**src/rtl/dbg_cmd_bridge.sv**
```systemverilog
// -----------------------------------------------------------------------------
// dbg_cmd_bridge
//
// Debug-bus master that buffers host debug commands in a small FIFO and issues
// them one at a time to one of N_TGT debug-bus targets (VexRiscv debug ports).
// Read data is captured one cycle after the command fires. Reads, and any
// command that times out or names a nonexistent target, produce a response on
// a valid/ready channel back to the host. Responses come back in command order.
//
// Ports
//   clk, reset                  single clock; asynchronous active-high reset
//   host_cmd_*                  host command channel (valid/ready), pushed into the FIFO
//   host_rsp_*                  host response channel (valid/ready), data=0 on error
//   dbg_cmd_valid[N_TGT]        one-hot command valid, one bit per target
//   dbg_cmd_ready[N_TGT]        per-target ready
//   dbg_cmd_payload_*           command payload, shared by all targets
//   dbg_rsp_data                target i read data at [i*DATA_W +: DATA_W]
//   dbg_resetOut / tgt_reset_req  per-target reset request, registered once
// -----------------------------------------------------------------------------
module dbg_cmd_bridge #(
   parameter int ADDR_W     = 8,
   parameter int DATA_W     = 32,
   parameter int N_TGT      = 2,
   parameter int FIFO_DEPTH = 4,
   parameter int TIMEOUT    = 255,
   parameter int TGT_W      = (N_TGT > 1) ? $clog2(N_TGT) : 1
) (
   input  logic                    clk,
   input  logic                    reset,
   input  logic                    host_cmd_valid,
   output logic                    host_cmd_ready,
   input  logic                    host_cmd_wr,
   input  logic [TGT_W-1:0]        host_cmd_tgt,
   input  logic [ADDR_W-1:0]       host_cmd_addr,
   input  logic [DATA_W-1:0]       host_cmd_data,
   output logic                    host_rsp_valid,
   input  logic                    host_rsp_ready,
   output logic [DATA_W-1:0]       host_rsp_data,
   output logic                    host_rsp_err,
   output logic [N_TGT-1:0]        dbg_cmd_valid,
   input  logic [N_TGT-1:0]        dbg_cmd_ready,
   output logic                    dbg_cmd_payload_wr,
   output logic [ADDR_W-1:0]       dbg_cmd_payload_address,
   output logic [DATA_W-1:0]       dbg_cmd_payload_data,
   input  logic [N_TGT*DATA_W-1:0] dbg_rsp_data,
   input  logic [N_TGT-1:0]        dbg_resetOut,
   output logic [N_TGT-1:0]        tgt_reset_req
);

   localparam int PTR_W = $clog2(FIFO_DEPTH);
   localparam int CNT_W = (TIMEOUT > 0) ? $clog2(TIMEOUT + 1) : 1;
   localparam logic [CNT_W-1:0] TO_LAST   = CNT_W'((TIMEOUT > 0) ? TIMEOUT - 1 : 0);
   localparam logic [PTR_W:0]   FIFO_FULL = (PTR_W + 1)'(FIFO_DEPTH);
   localparam logic [TGT_W:0]   N_TGT_EXT = (TGT_W + 1)'(N_TGT);

   typedef struct packed {
      logic              wr;
      logic [TGT_W-1:0]  tgt;
      logic [ADDR_W-1:0] addr;
      logic [DATA_W-1:0] data;
   } cmd_t;

   typedef enum logic [1:0] {S_IDLE, S_ISSUE, S_CAPTURE, S_RESP} state_t;

   // ---------------------------------------------------------------- FIFO
   cmd_t             mem [FIFO_DEPTH];
   logic [PTR_W-1:0] wr_ptr, rd_ptr;
   logic [PTR_W:0]   count;
   logic             fifo_push, fifo_pop;
   cmd_t             head;
   state_t           state;

   assign host_cmd_ready = (count != FIFO_FULL);
   assign fifo_push      = host_cmd_valid && host_cmd_ready;
   assign fifo_pop       = (state == S_IDLE) && (count != '0);
   assign head           = mem[rd_ptr];

   // NOTE: storage array carries no reset; occupancy is tracked by count, so
   // stale entries are never observed and the array can map to plain RAM.
   always_ff @(posedge clk) begin
      if (fifo_push) mem[wr_ptr] <= '{wr: host_cmd_wr, tgt: host_cmd_tgt,
                                      addr: host_cmd_addr, data: host_cmd_data};
   end

   // NOTE: sequential state uses non-blocking assignments so every register
   // samples pre-edge values regardless of statement order.
   always_ff @(posedge clk or posedge reset) begin
      if (reset) begin
         wr_ptr <= '0;
         rd_ptr <= '0;
         count  <= '0;
      end else begin
         // Pointers are PTR_W wide, so they wrap modulo FIFO_DEPTH by themselves.
         if (fifo_push) wr_ptr <= wr_ptr + 1'b1;
         if (fifo_pop)  rd_ptr <= rd_ptr + 1'b1;
         case ({fifo_push, fifo_pop})
            2'b10:   count <= count + 1'b1;
            2'b01:   count <= count - 1'b1;
            default: count <= count;
         endcase
      end
   end

   // ---------------------------------------------------------------- issue path
   logic              issue_wr;
   logic [TGT_W-1:0]  issue_tgt;
   logic [ADDR_W-1:0] issue_addr;
   logic [DATA_W-1:0] issue_data;
   logic [CNT_W-1:0]  to_cnt;
   logic [DATA_W-1:0] rsp_sel;
   logic              head_bad;
   logic              fire;

   assign dbg_cmd_payload_wr      = issue_wr;
   assign dbg_cmd_payload_address = issue_addr;
   assign dbg_cmd_payload_data    = issue_data;

   assign head_bad = {1'b0, head.tgt} >= N_TGT_EXT;
   // Valid is one-hot on the selected target, so masking ready with it picks
   // exactly that target's ready.
   assign fire     = |(dbg_cmd_ready & dbg_cmd_valid);

   // NOTE: every combinational output gets a default before the loop so no
   // path leaves it unassigned (which would infer a latch).
   always_comb begin
      rsp_sel = '0;
      for (int i = 0; i < N_TGT; i++) begin
         if (issue_tgt == TGT_W'(i)) rsp_sel = dbg_rsp_data[i*DATA_W +: DATA_W];
      end
   end

   always_ff @(posedge clk or posedge reset) begin
      if (reset) begin
         state          <= S_IDLE;
         issue_wr       <= 1'b0;
         issue_tgt      <= '0;
         issue_addr     <= '0;
         issue_data     <= '0;
         to_cnt         <= '0;
         dbg_cmd_valid  <= '0;
         host_rsp_valid <= 1'b0;
         host_rsp_data  <= '0;
         host_rsp_err   <= 1'b0;
      end else begin
         case (state)
            S_IDLE: begin
               if (fifo_pop) begin
                  issue_wr   <= head.wr;
                  issue_tgt  <= head.tgt;
                  issue_addr <= head.addr;
                  issue_data <= head.data;
                  if (head_bad) begin
                     // Nonexistent target: report straight away, no bus cycle.
                     host_rsp_valid <= 1'b1;
                     host_rsp_data  <= '0;
                     host_rsp_err   <= 1'b1;
                     state          <= S_RESP;
                  end else begin
                     dbg_cmd_valid <= N_TGT'(1) << head.tgt;
                     to_cnt        <= '0;
                     state         <= S_ISSUE;
                  end
               end
            end
            S_ISSUE: begin
               if (fire) begin
                  dbg_cmd_valid <= '0;
                  state         <= issue_wr ? S_IDLE : S_CAPTURE;
               end else if (TIMEOUT != 0 && to_cnt == TO_LAST) begin
                  // This was the TIMEOUT-th cycle of valid without ready.
                  dbg_cmd_valid  <= '0;
                  host_rsp_valid <= 1'b1;
                  host_rsp_data  <= '0;
                  host_rsp_err   <= 1'b1;
                  state          <= S_RESP;
               end else if (to_cnt != '1) begin
                  to_cnt <= to_cnt + 1'b1;
               end
            end
            S_CAPTURE: begin
               host_rsp_valid <= 1'b1;
               host_rsp_data  <= rsp_sel;
               host_rsp_err   <= 1'b0;
               state          <= S_RESP;
            end
            S_RESP: begin
               if (host_rsp_ready) begin
                  host_rsp_valid <= 1'b0;
                  state          <= S_IDLE;
               end
            end
            default: state <= S_IDLE;
         endcase
      end
   end

   always_ff @(posedge clk or posedge reset) begin
      if (reset) tgt_reset_req <= '0;
      else       tgt_reset_req <= dbg_resetOut;
   end

endmodule

```
**config.mk**
```make
export PLATFORM = sky130hd
export DESIGN_NAME = dbg_cmd_bridge
export DESIGN_NICKNAME = d
export VERILOG_FILES = /design/src/rtl/dbg_cmd_bridge.sv
export SDC_FILE = /design/constraint.sdc
export NUM_CORES = 1
export LEC_CHECK = 0
export BUFFER_PORTS_ARGS = -buffer_cell sky130_fd_sc_hd__buf_4
export CAP_MARGIN = 20
export CORE_MARGIN = 3
export CORE_UTILIZATION = 55
export CTS_CLUSTER_DIAMETER = 120
export DETAILED_ROUTE_END_ITERATION = 6
export PLACE_DENSITY = 0.81
export SYNTH_ARGS = -nofsm -noshare
export SYNTH_HDL_FRONTEND = slang
export SYNTH_SLANG_ARGS = --single-unit
```
**constraint.sdc**
```tcl
create_clock -name clk -period 7.3 [get_ports clk]
set_clock_uncertainty 0.15 [all_clocks]
set_input_delay 0.73 -clock clk [delete_from_list [all_inputs] [get_ports clk]]
set_output_delay 0.73 -clock clk [all_outputs]
set_load 0.02 [all_outputs]
```
==> impl_metrics.tcl, run 1 <==
set metrics [dict create \
    status "finished, final reports clean" \
    yosysTopAreaCellShare 0.491 \
    overflow 0 \
    synth_top_area_cell "edfxtp_1" \
    vias 6042 \
    first_pass_iters 5 \
    grt_pass1_vias 6513 \
    worst_skew_pair.late_latency_ns 0.53 \
    dieArea_mm2 0.0203 \
    gp_congestion 0.839 \
    routed_wl_mm 22.4 \
    setup_violations 0 \
    h-tree-depth 1 \
    wl_met3_mm 1.90 \
    antenna_found_initial 0 \
    post_cts_buffers 0 \
    drt_iter0_markers 436 \
    synth_area_leaders "edfxtp_1 49%, dfrtp_1 24%, mux4_2 9.2%" \
    path_clk_slew_ns 0.06 \
    power_mw 5.51 \
    wl_met1_mm 8.58 \
    yosys_register_bits 265 \
    power_density_mw_per_mm2 429 \
    grt_pass1_wl_mm 34.5 \
    holdCritPathClass "primary input to asynchronous set/reset pin" \
    cts_root_buf "clkbuf_16" \
    cts_buffers 26 \
    grt_max_degree 68 \
    cts_resized 0 \
    rsz0062_at_grt "no" \
    period_share 0.504 \
    synth_commonest_cells "168 x edfxtp_1, 133 x nand2_1, 97 x dfrtp_1" \
    multi_input_area_mm2 0.00262 \
    nNetsFinal 941 \
    cp.required_ns 7.59 \
    hold_viol_final 0 \
    post-route-drc-count 0 \
    synth_cell_types 45 \
    drive_above_1_share 0.349 \
    syn-num-nets 745 \
    ant_nets 0 \
    path_class "flip-flop to flip-flop" \
    cap_violations 0 \
    nFillCells 1151 \
    netlist_instances 623 \
    fmax_mhz 272 \
    vias_per_cell 5.66 \
    cts_buffer_depth 3 \
    avgRoutedWirePerCell_um 21.0 \
    cp_max_fo 46 \
    critPathLaunchType "flip-flop" \
    endpoint_kind "flip-flop" \
    ys.flop_type "edfxtp_1" \
    grtUsageTotal 0.218 \
    synth_edf_count 168 \
    diodes 0 \
    fin_crit_ns 3.68 \
    tns_ns 0 \
    io_buffers 193 \
    start_util 0.566 \
    cts_hold_buf 0 \
    synth.most_common_cell "edfxtp_1" \
    leakage_nw 5.24 \
    arrival_ns 3.97 \
    syn_area_mm2 0.0103 \
    io-pin-count 194 \
    die_h_um 143 \
    max-vdd-ir-drop_mv 0.308 \
    avgSynthCellArea_um2 16.5 \
    worst_slew_margin_rel 0.256 \
    cts_tree "yes" \
    worstMarginPinSlew_ns 1.12 \
    top_layer_used "met4" \
    die_x_um 143 \
    layout.area.seq_mm2 0.00748 \
    wl_met2_mm 11.5 \
    dp_hpwl_mm 13.9 \
    rows 49 \
    yosysSeqAreaShare 0.728 \
    clock-sinks 265 \
    yosys_warnings 0 \
    finalMaxSlewViolations 0 \
    area_delta_synth_final_pct 25.0 \
    core_mm2 0.0181 \
    async_flop_share 0.366 \
]
==> logic make-up after synthesis <==
kind of cell / Yosys count / synth area share
compound gates: 60 / 0.0467
xor+xnor: 6 / 0.00512
fa+ha+maj: 8 / 0.0105
buf+inv: 45 / 0.0177
flops: 265 / 0.728
mux: 76 / 0.125
simple gates: 163 / 0.0667
==> layer usage <==
metal / global-route usage / vias up
met5: 0 / -
li1: - / 2725
met2: 0.389 / 269
met3: 0.0482 / 30
met1: 0.276 / 3018
met4: 0.0510 / 0
==> path summary, 6_finish.rpt <==
path / slack [ns] / start / endpoint / depth (start not counted)
max: 3.62 / flip-flop / count[2]$_DFFE_PP0P_ / 9
min: 0.05 / reset / dbg_cmd_payload_data[6]$_DFFE_PP0P_ / 2
max reg2reg: 3.62 / flip-flop / count[2]$_DFFE_PP0P_ / 9
min reg2reg: 0.32 / dbg_cmd_payload_address[5]$_DFFE_PP0P_ / dbg_cmd_payload_address[5]$_DFFE_PP0P_ / 2
max in group asynchronous: 5.69 / reset / issue_tgt$_DFFE_PP0P_ / 3
min in group clk: 0.17 / dbg_resetOut[1] / tgt_reset_req[1]$_DFF_PP0_ / 1
==> layout by cell type (no fill, tap or decap), types with 7 or more instances in the layout <==
cell	instances
buf_4	195
clkbuf_16	26
clkinv_1	9
dfrtp_1	94
edfxtp_1	168
ha_1	7
inv_1	11
mux2i_1	33
mux4_2	42
nand2_1	133
nand3_1	8
o2bb2ai_1	32
==> sequential cells by signal (all words and copies together) (netlist names), named ones only <==
name and flops:
dbg_cmd_valid 2, issue_tgt 1, tgt_reset_req 2, dbg_cmd_payload_data 32, wr_ptr 2, rd_ptr 2, host_rsp_valid 1, host_rsp_data 32
state 1, mem 168, to_cnt 8, count 3, host_rsp_err 1, dbg_cmd_payload_wr 1, dbg_cmd_payload_address 8
==> power by group <==
part	total, mW	internal (mW)	switching (mW)
sequential	2.44	2.06	0.374
clock	1.26	0.727	0.537
combinational	1.81	0.857	0.949
total	5.51	3.65	1.86
==> through the flow <==
step | util | setup slack, ns | cell area [um2] | hold WS, ns | instances
3_3_place_gp | 0.656 | 3.61 | 11900 | 0.313 | 1015
3_5_place_dp | 0.658 | 3.48 | 11900 | 0.315 | 1017
5_1_grt | 0.707 | 3.41 | 12800 | 0.0741 | 1068
2_1_floorplan | - | 3.89 | 10300 | 0.310 | 623
6_report | 0.707 | 3.62 | 12800 | 0.0542 | 1068
4_1_cts | 0.704 | 3.47 | 12800 | 0.0534 | 1065
==> layout make-up <==
| type | count | share of cell area |
|---|---|---|
| timing repair buffer | 200 | 0.122 |
| clock buffer | 31 | 0.0522 |
| multi-input combinational | 313 | 0.204 |
| clock inverter | 17 | 0.0118 |
| sequential | 265 | 0.583 |
| inverter | 13 | 0.00400 |
| tap | 229 | 0.0223 |
==> worst max-delay path, stage by stage, from the launching register on <==
cell and delay [ns]:
dfrtp_1 0.48, or3_2 0.77, buf_12 0.27, inv_2 0.68
ha_1 0.33, inv_1 0.06, fa_1 0.38, xor2_1 0.16
nor2_1 0.13, xor2_1 0.16
Power figures use the tool's default switching activity.
==> run 2, diff against run 1 <==
--- a/config.mk
+++ b/config.mk
@@ -5,6 +5,7 @@
 export SDC_FILE = /design/constraint.sdc
 export NUM_CORES = 1
 export LEC_CHECK = 0
+export ABC_AREA = 1
 export BUFFER_PORTS_ARGS = -buffer_cell sky130_fd_sc_hd__buf_4
 export CAP_MARGIN = 20
 export CORE_MARGIN = 3
==> constraint.sdc (replaced) <==
create_clock -name clk -period 3.44 [get_ports clk]
set_clock_uncertainty 0.15 [all_clocks]
set_input_delay 0.344 -clock clk [delete_from_list [all_inputs] [get_ports clk]]
set_output_delay 0.344 -clock clk [all_outputs]
set_load 0.02 [all_outputs]
==> run 2 against run 1 <==
Compared with the run above: sequential share of layout area decreased by 5.9 points; fmax increased by 25%; first-iteration DRC count increased by 57%; combinational power increased to 2.7 times the previous value; count of clock-buffer cells in the layout increased by 2; non-clock buffer count increased by 112; wire length increased by 20%; final cell count increased by 41%; register-to-register slack got worse by 3.1 ns; sequential power increased by 97%; synthesized area increased by 3.0%.
==> impl_metrics.tcl, run 2 <==
set metrics [dict create \
    die_x_um 145 \
    largest_reg_flops 168 \
    grt_max_degree 86 \
    async_flop_share 0.366 \
    reg2reg_from "issue_tgt$_DFFE_PP0P_" \
    post-route-drc-count 0 \
    rows 50 \
    critPathLaunchType "flip-flop" \
    cts_root_buf "clkbuf_16" \
    setup_ws_ns 0.510 \
    endpoint_kind "flip-flop" \
    cp.required_ns 3.68 \
    finalMaxSlewViolations 0 \
    period_share 0.852 \
    power_density_mw_per_mm2 902 \
    hold_viol_final 0 \
    syn_area_mm2 0.0106 \
    postPlaceCellArea_mm2 0.0123 \
    hold_ws_ns 0.0182 \
    cp_max_fo 33 \
    start_util 0.562 \
    area_delta_synth_final_pct 34.8 \
    overflow 0 \
    fin_crit_ns 2.93 \
    die_h_um 145 \
    diodes 0 \
    worst_slew_margin_rel 0.265 \
    yosys_register_bits 265 \
    max-vdd-ir-drop_mv 0.628 \
    synth_cell_types 27 \
    synth_edf_count 168 \
    vias_per_cell 5.46 \
    drt_iter0_markers 685 \
    cp.depth 5 \
    final_cell_mix "205 x buf_4, 172 x nand2_1, 168 x edfxtp_1" \
    crit_end "host_rsp_data[23]$_DFFE_PP0P_" \
    yosys_warnings 0 \
    path_cells "inv_1 > buf_4 > nor2_1 > o21ai_1 > dlygate4sd3_1" \
    first_pass_iters 5 \
    h-tree-depth 1 \
    crit_start "issue_tgt$_DFFE_PP0P_" \
    ant_nets 0 \
    vias 8205 \
    worst_path_dominant_cell_family "buffers and inverters" \
    avgRoutedWirePerCell_um 17.9 \
    path_clk_slew_ns 0.06 \
    routed_wl_mm 26.9 \
    leakage_nw 5.98 \
    cap_violations 0 \
    critPathSlowestCell "dfrtp_1" \
    netlist_instances 935 \
    io_buffers 193 \
    yosysTopAreaCellShare 0.477 \
    cts_tree "yes" \
    nNetsFinal 1344 \
    worstMarginPinSlew_ns 1.10 \
    synth_top_area_cell "edfxtp_1" \
    switching_share 0.368 \
    tns_ns 0 \
    seqPwrFrac 0.374 \
    hold_depth 3 \
    power_frac_clock 0.240 \
    grtUsageTotal 0.254 \
    yosysSeqAreaShare 0.706 \
    finalInstanceArea_mm2 0.0143 \
    power.internal_mw 8.13 \
    p_comb_frac 0.386 \
    holdCritPathClass "primary input to flip-flop" \
    io-pin-count 194 \
    cts_buffer_depth 3 \
    regMostFlops "mem" \
    syn-num-nets 1057 \
    status "finished, final reports clean" \
    min_from "dbg_rsp_data[18]" \
    worst_skew_pair.late_latency_ns 0.52 \
    path_class "flip-flop to flip-flop" \
    synth_commonest_cells "172 x nand2_1, 168 x edfxtp_1, 134 x nor2_1" \
    dp_hpwl_mm 15.2 \
    layout_commonest_cell "buf_4" \
    cts_buffers 27 \
    cp_num_buf_inv 3 \
    pre_cts_ws_ns 1.03 \
    ys.flop_type "edfxtp_1" \
    avgSynthCellArea_um2 11.3 \
    grt_pass1_vias 8225 \
    r2r_end "host_rsp_data[23]$_DFFE_PP0P_" \
    clock-sinks 265 \
    gp_congestion 0.773 \
    arrival_ns 3.17 \
    synth_area_leaders "edfxtp_1 48%, dfrtp_1 23%, nand2_1 6.1%" \
    drive_above_1_share 0.219 \
    core_mm2 0.0188 \
    grt_pass1_wl_mm 42.1 \
    synth.most_common_cell "nand2_1" \
    fmax_mhz 341 \
    p_sw_mw 4.73 \
    worst_path_largest_cell_delay_ns 0.93 \
    dieArea_mm2 0.0209 \
    r2r_slack_ns 0.51 \
    rr_worst_depth 5 \
    rsz0062_at_grt "no" \
    antenna_found_initial 0 \
    setup_violations 0 \
]
==> run 2: cell types whose count changed after synthesis, moves of 33 or more <==
cell / before / now
mux2i_1: 33 / 0
o21ai_0: 4 / 126
nand2_1: 133 / 172
nand3_1: 8 / 50
o22ai_1: 0 / 40
mux4_2: 42 / 0
nor2_1: 5 / 134
==> run 2: tightest hold or removal path: stages <==
cell and delay, ns:
buf_4 0.10, o21ai_0 0.08, o21ai_1 0.12
==> run 2: what timing repair did <==
| action | in CTS | in global routing |
|---|---|---|
| endpoints found under the hold margin | 245 | 0 |
| gates resized for setup | 0 | 0 |
| hold buffers | 105 | 0 |
| buffers inserted | 0 | 0 |
==> run 2: metrics by stage <==
step / utilization / power [mW] / std cells
final: 0.757 / 12.9 / 1502
after global routing: 0.757 / 13.7 / 1502
after CTS: 0.757 / 12.8 / 1502
after detailed placement: 0.651 / 9.35 / 1348
after global placement: 0.651 / 9.18 / 1348
after floorplan: - / 7.67 / 935
==> run 2: layout make-up <==
type	instances	area, um2
well taps	260	325
multi-input cells	586	2760
inverters	30	115
clock inverters	16	213
clock buffers	33	739
flip-flops and latches	265	7470
repair buffers	312	2630
fillers	1091	4580
==> run 2: power groups by stage <==
stage	Combinational, mW	Clock (mW)	Sequential [mW]
5_1_grt	5.48	3.27	4.89
3_3_place_gp	4.37	0	4.81
3_5_place_dp	4.50	0	4.84
6_report	4.96	3.09	4.81
2_1_floorplan	2.39	0	5.27
4_1_cts	4.92	3.12	4.79
==> run 2: routing by layer <==
layer	wire length [um]	track usage
met1	11000	0.338
met2	13200	0.437
met5	0	0
met3	2020	0.0411
met4	603	0.0717
==> run 2: cell families after synthesis <==
group,after synthesis,synth area share
AO/OA/AOI/OAI,209,0.106
XOR/XNOR,5,0.00414
adder cells (fa/ha/maj),8,0.0102
buffers and inverters,84,0.0356
flip-flops,265,0.706
AND/OR/NAND/NOR,364,0.138
==> run 2: worst min-delay path by stage <==
stage	end	slack, ns
2_1_floorplan	tgt_reset_req[0]$_DFF_PP0_	0.23
3_3_place_gp	tgt_reset_req[1]$_DFF_PP0_	0.30
3_5_place_dp	count[0]$_DFFE_PP0P_	0.30
4_1_cts	host_rsp_data[18]$_DFFE_PP0P_	0.003
5_1_grt	host_rsp_data[18]$_DFFE_PP0P_	0.02
6_report	host_rsp_data[18]$_DFFE_PP0P_	0.02
